`src/rtl/uart_tx_framer.sv`:
```
// UART transmit framer: start bit, LSB-first payload, optional even/odd parity, stop bit.
// One serial bit per CLK cycle; TX_OUT and busy come straight from flops.
module uart_tx_framer #(
    parameter int unsigned data_width = 8
) (
    input  logic                  CLK,
    input  logic                  RST,
    input  logic [data_width-1:0] P_DATA,
    input  logic                  Data_Valid,
    input  logic                  PAR_EN,
    input  logic                  PAR_TYP,
    output logic                  TX_OUT,
    output logic                  busy
);

    localparam int unsigned cnt_width = $clog2(data_width + 1);

    typedef enum logic [2:0] {
        IDLE,
        START,
        DATA,
        PARITY,
        STOP
    } state_t;

    state_t                state;
    logic [cnt_width-1:0]  bit_cnt;
    logic [data_width-1:0] data_reg;
    logic                  par_en_reg;
    logic                  par_typ_reg;

    logic [cnt_width-1:0]  next_idx;
    logic                  next_bit;
    logic                  last_bit;
    logic                  parity_bit;

    // bit_cnt holds the index of the data bit currently on the line.
    always_comb begin
        next_idx   = bit_cnt + cnt_width'(1);
        last_bit   = (bit_cnt == cnt_width'(data_width - 1));
        parity_bit = (^data_reg) ^ par_typ_reg;
        next_bit   = 1'b1;
        for (int unsigned i = 0; i < data_width; i++) begin
            if (next_idx == cnt_width'(i)) begin
                next_bit = data_reg[i];
            end
        end
    end

    always_ff @(posedge CLK) begin
        if (!RST) begin
            state       <= IDLE;
            TX_OUT      <= 1'b1;
            busy        <= 1'b0;
            bit_cnt     <= '0;
            data_reg    <= '0;
            par_en_reg  <= 1'b0;
            par_typ_reg <= 1'b0;
        end else begin
            case (state)
                IDLE: begin
                    if (Data_Valid) begin
                        data_reg    <= P_DATA;
                        par_en_reg  <= PAR_EN;
                        par_typ_reg <= PAR_TYP;
                        state       <= START;
                        TX_OUT      <= 1'b0;
                        busy        <= 1'b1;
                    end else begin
                        TX_OUT <= 1'b1;
                        busy   <= 1'b0;
                    end
                end
                START: begin
                    state   <= DATA;
                    bit_cnt <= '0;
                    TX_OUT  <= data_reg[0];
                end
                DATA: begin
                    if (last_bit) begin
                        if (par_en_reg) begin
                            state  <= PARITY;
                            TX_OUT <= parity_bit;
                        end else begin
                            state  <= STOP;
                            TX_OUT <= 1'b1;
                        end
                    end else begin
                        bit_cnt <= next_idx;
                        TX_OUT  <= next_bit;
                    end
                end
                PARITY: begin
                    state  <= STOP;
                    TX_OUT <= 1'b1;
                end
                STOP: begin
                    // Requests seen here are dropped; the next one needs an IDLE cycle.
                    state  <= IDLE;
                    TX_OUT <= 1'b1;
                    busy   <= 1'b0;
                end
                default: begin
                    state  <= IDLE;
                    TX_OUT <= 1'b1;
                    busy   <= 1'b0;
                end
            endcase
        end
    end

endmodule

```
`config.mk`:
```
export PLATFORM = sky130hd
export DESIGN_NAME = uart_tx_framer
export DESIGN_NICKNAME = d
export VERILOG_FILES = /design/src/rtl/uart_tx_framer.sv
export SDC_FILE = /design/constraint.sdc
export NUM_CORES = 1
export LEC_CHECK = 0
export CAP_MARGIN = 20
export CORE_MARGIN = 1
export CORE_UTILIZATION = 52
export DETAILED_ROUTE_END_ITERATION = 10
export PLACE_DENSITY = 0.76
export SETUP_SLACK_MARGIN = 0.05
export SLEW_MARGIN = 20
export SYNTH_ARGS = -nofsm -noshare
export SYNTH_HDL_FRONTEND = slang
export SYNTH_SLANG_ARGS = --single-unit
```
`constraint.sdc`:
```
create_clock -name CLK -period 2.2 [get_ports CLK]
set_input_delay 0.44 -clock CLK [delete_from_list [all_inputs] [get_ports CLK]]
set_output_delay 0.44 -clock CLK [all_outputs]
set_load 0.1 [all_outputs]
```
======== Word level (Yosys, flattened, before mapping) ========
Cells that the tools add are included.
storage, ports and cells
  input port bits ......................... 13
  output and inout port bits .............. 2
  register bits ........................... 19
cells by class
  bitwise logic cells ..................... 1
  $add $sub $neg .......................... 1
  reductions and logical operators ........ 8
  muxes and demuxes ....................... 20
  eq/ne operators ......................... 14
operators with widths
  operator               number
  $eq A4 B3 Y1 const B   5
  $mux W1                12
  $pmux W3 S4            1
  $mux W3                3
  $eq A4 B2 Y1 const B   2
  $pmux W4 S2            1
  $reduce_xor A8 Y1      1
  $eq A3 B2 Y1 const B   2
  $ne A2 B2 Y1 const B   3
  $reduce_and A2 Y1      3
  $add A4 B1 Y4 const B  1
  $eq A4 B1 Y1 const B   1
  $logic_not A4 Y1       1
  $mux W4                1
  $eq A3 B1 Y1 const B   1
  $logic_not A3 Y1       1
  $pmux W1 S3            1
  $reduce_or A3 Y1       1
  $pmux W1 S2            1
  $reduce_bool A2 Y1     1
  $xor A1 B1 Y1          1

======== Longest topological paths before layout ========
  depth in word-level cells ............... 12
  depth in mapped cells ................... 7

======== Least setup slack after synthesis ========
OpenSTA, ideal clock, no wires.
  kind .................................... reg-to-reg
  start ................................... register bit_cnt[0]
  end ..................................... register TX_OUT
  slack ................................... 0.302 ns
  library setup time ...................... 0.122 ns
  clock period less this slack ............ 1.898 ns
  data required time ...................... 2.078 ns
  stages on the path, launching flop included .. 7
  arrival ................................. 1.776 ns
  path through ............................ dfxtp_1 > ha_1 > xor2_2 > mux2_2 > a221oi_2 > o22ai_1 > a221o_1
on the way
  cells in the longest elaborated chain, start to end .. 12
  elaborated cells between the ends (all ways) .. 20
  classes of those cells .................. add/sub (1); eq/ne (8); mux (10); reduce/logical (1)
ends and longest elaborated chain
  item                      line  source
  start: declaration        27    logic [cnt_width-1:0] bit_cnt;
  start signal: assignment  89    bit_cnt <= next_idx;
  $add A4 B1 Y4             39    next_idx = bit_cnt + cnt_width'(1);
  $logic_not A4 Y1          44    if (next_idx == cnt_width'(i)) begin
  $mux W1 (8 in series)     44
  $mux W1 (*)               80    if (last_bit) begin
  $pmux W1 S3 (*)           60    case (state)
  end signal: assignment    77    TX_OUT <= data_reg[0];
  end signal: assignment    83    TX_OUT <= parity_bit;
  end signal: assignment    90    TX_OUT <= next_bit;
  end: declaration          12    output logic TX_OUT,
Mark *: on every way between the ends. The rest lies on a longest branch, timed or not.
A chain may end at the register's enable or synchronous reset.

======== Final worst setup path ========
Ends and elaborated chain as after synthesis.

==> metrics.cfg <==
[outcome]
outcome = complete, no violations

[drt]
antenna_left = 0
drc_errors = 0
num_vias = 889
via_per_inst = 5.323
dr.pass1.iters = 4
drt_wl_total_um = 2040
dr.first_iter.drc_count = 10
wl_per_cell_um = 12.22

[timing]
slew_violations = 0
rsz0062_at_grt = false
tightest_slew_ns = 0.4033
slew_headroom = 0.7301
fin_crit_sh = 0.8894
fin_worst_skew_ns = 0.008003
fin_crit_ns = 1.957
max_freq_mhz = 511.1
hold_violations = 0
setup_violations = 0
tns_ns = 0

[clocking]
clk_path_buf_depth = 2
clkTransAtPathRegs_ns = 0.12
cts_sinks = 19
cts_setup_buffers = 0
cts_inserted_buffers = 3
root_buffer = clkbuf_4
htreeDepth = 1
ctsHoldBuffers = 0
cts_tree = built
clkLatencyLatePin_ns = 0.30

[worst_setup_path]
cp-end-kind = flip-flop
slowest_delay_ns = 0.40
required_ns = 2.40
reg2regPathDepth = 6
cp.arrival_ns = 2.16
critPathLaunchType = flip-flop
crit_chain = ha_2 > xor2_2 > mux2_2 > a221oi_2 > o22ai_1 > a221o_1
critPathSlowestCell = dfxtp_2
crit_fanout = 6
critical_path_class = reg -> reg

[logic_synthesis]
syn-cell-area_mm2 = 0.001055
syn_inst = 126
synth_nets = 144
yosysWarnings = 0
synth-seq-area-share = 0.3606
synth_area_per_cell_um2 = 8.371
synth_cell_types = 31
synth-seq-cells = 19

[layout]
most-common-layout-cells = nand2_1 (26), dfxtp_1 (17), clkdlybuf4s50_1 (12), a21boi_0 (11), nor2_1 (6)
stdcell_count = 167
multiInputGateArea_um2 = 646.9
fin_area_mm2 = 0.001250
fillCellCount = 165
seq_area_um2 = 382.9
final_net_count = 161
final_core_util = 0.6866
areaGrowthSynthToFinish_pct = 18.51
drive_gt1_frac = 0.09155
antenna_cells = 0
largest_reg_flops = 8
final_common_cell = nand2_1

[global_route]
grt_first_pass_wirelength_um = 3429
grt_max_degree = 16
grt.overflow.total = 0
grt.total_usage = 0.2194
grt_antenna_before_repair = 0
grt_pass1_vias = 818

[placed_design]
io_buffers = 14
dp_cells = 163
dp.final_hpwl_um = 1575
placed_area_mm2 = 0.001217
gp_congestion = 0.8117

[pwr]
p_leak_nw = 0.4802
vdd_drop_max_mv = 0.5026
p_per_area_mw_per_mm2 = 602.0
power_mw = 0.7524

[min_path]
hp-class = reg -> reg
hold_depth = 2

[floorplan]
ios = 15
rows = 15
initial_core_util = 0.5794
die_width_um = 47.04
die_h_um = 47.04
core-area_mm2 = 0.001821
die_area_mm2 = 0.002212

[flow_run]
cap_violations = 0

## report_power, final
| part | switching (mW) | total, mW | internal (mW) |
|---|---|---|---|
| Combinational | 0.0943 | 0.182 | 0.0876 |
| Clock | 0.113 | 0.181 | 0.0676 |
| Sequential | 0.0235 | 0.390 | 0.366 |
| Total | 0.231 | 0.752 | 0.521 |
## worst max-delay path: cells and delay by family, from the launching register on
family | cells | cell delay [ns]
compound gates | 3 | 0.59
xor+xnor | 1 | 0.24
fa+ha+maj | 1 | 0.25
flops | 1 | 0.40
mux | 1 | 0.38
## cell type report
type                            instances  share of cell area
Inverter                                5             0.01502
Timing Repair Buffer                   15              0.1141
Tap cell                               25             0.02503
Multi-Input combinational cell         99              0.5175
Sequential cell                        19              0.3063
Clock inverter                          1            0.004004
Clock buffer                            3             0.01802
## path summary, 6_finish.rpt
| kind | startpoint | end | slack, ns |
|---|---|---|---|
| max | bit_cnt[0] | TX_OUT | 0.24 |
| min reg2reg | busy | busy | 0.49 |
| max reg2reg | bit_cnt[0] | TX_OUT | 0.24 |
| min | busy | busy | 0.49 |
## synthesized netlist by cell type
cell type | instances | area, um^2
nand2_1 | 26 | 97.59
dfxtp_1 | 19 | 380.4
a21boi_0 | 11 | 82.58
nor2_1 | 6 | 22.52
a21oi_1 | 5 | 25.02
ha_1 | 5 | 62.56
inv_1 | 5 | 18.77
nor2b_1 | 5 | 31.28
and2_1 | 4 | 25.02
nor3_1 | 4 | 20.02
xnor2_1 | 4 | 35.03
clkbuf_1 | 3 | 11.26
nand2b_1 | 3 | 18.77
nand3_1 | 3 | 15.01
o22ai_1 | 3 | 18.77
mux2i_1 | 2 | 20.02
o21a_1 | 2 | 15.01
o21ai_0 | 2 | 10.01
xor2_1 | 2 | 17.52
a211o_1 | 1 | 8.760
a221o_1 | 1 | 10.01
a221oi_2 | 1 | 15.01
a22o_1 | 1 | 8.760
a31oi_1 | 1 | 6.260
mux2_2 | 1 | 11.26
nand3b_1 | 1 | 7.510
nor3b_1 | 1 | 7.510
nor4_1 | 1 | 6.260
o21bai_1 | 1 | 7.510
xnor3_1 | 1 | 22.52
xor2_2 | 1 | 16.27
## layer usage
metal | global-route usage | vias up | share of wire
met5 | 0 | - | 0
met4 | 0.05143 | 0 | 0.0064
met3 | 0.03462 | 2 | 0.018
met2 | 0.3833 | 10 | 0.49
met1 | 0.2837 | 415 | 0.49
li1 | - | 462 | -
## kinds of logic (layout without fill, tap and decap cells)
logic type	after synthesis	count (layout)	synth area share
AND/OR/NAND/NOR	54	54	0.2384
AO/OA/AOI/OAI	29	29	0.1969
flip-flops	19	19	0.3606
XOR/XNOR	8	8	0.08660
buffers and inverters	8	24	0.02847
adder cells (fa/ha/maj)	5	5	0.05931
multiplexers	3	3	0.02966
## stage by stage
step,hold slack [ns],setup slack [ns]
3_5_place_dp,0.4769,0.1219
5_1_grt,0.5264,0.1293
3_3_place_gp,0.4622,0.2442
4_1_cts,0.4941,0.1083
2_1_floorplan,0.4561,0.3019
6_report,0.4920,0.2434
## repair_timing
action	4_1_cts	5_1_grt
hold endpoints to repair	0	0
gates resized for setup	0	3
endpoints found under the setup margin	0	1
(Power assumes the default switching activity.)
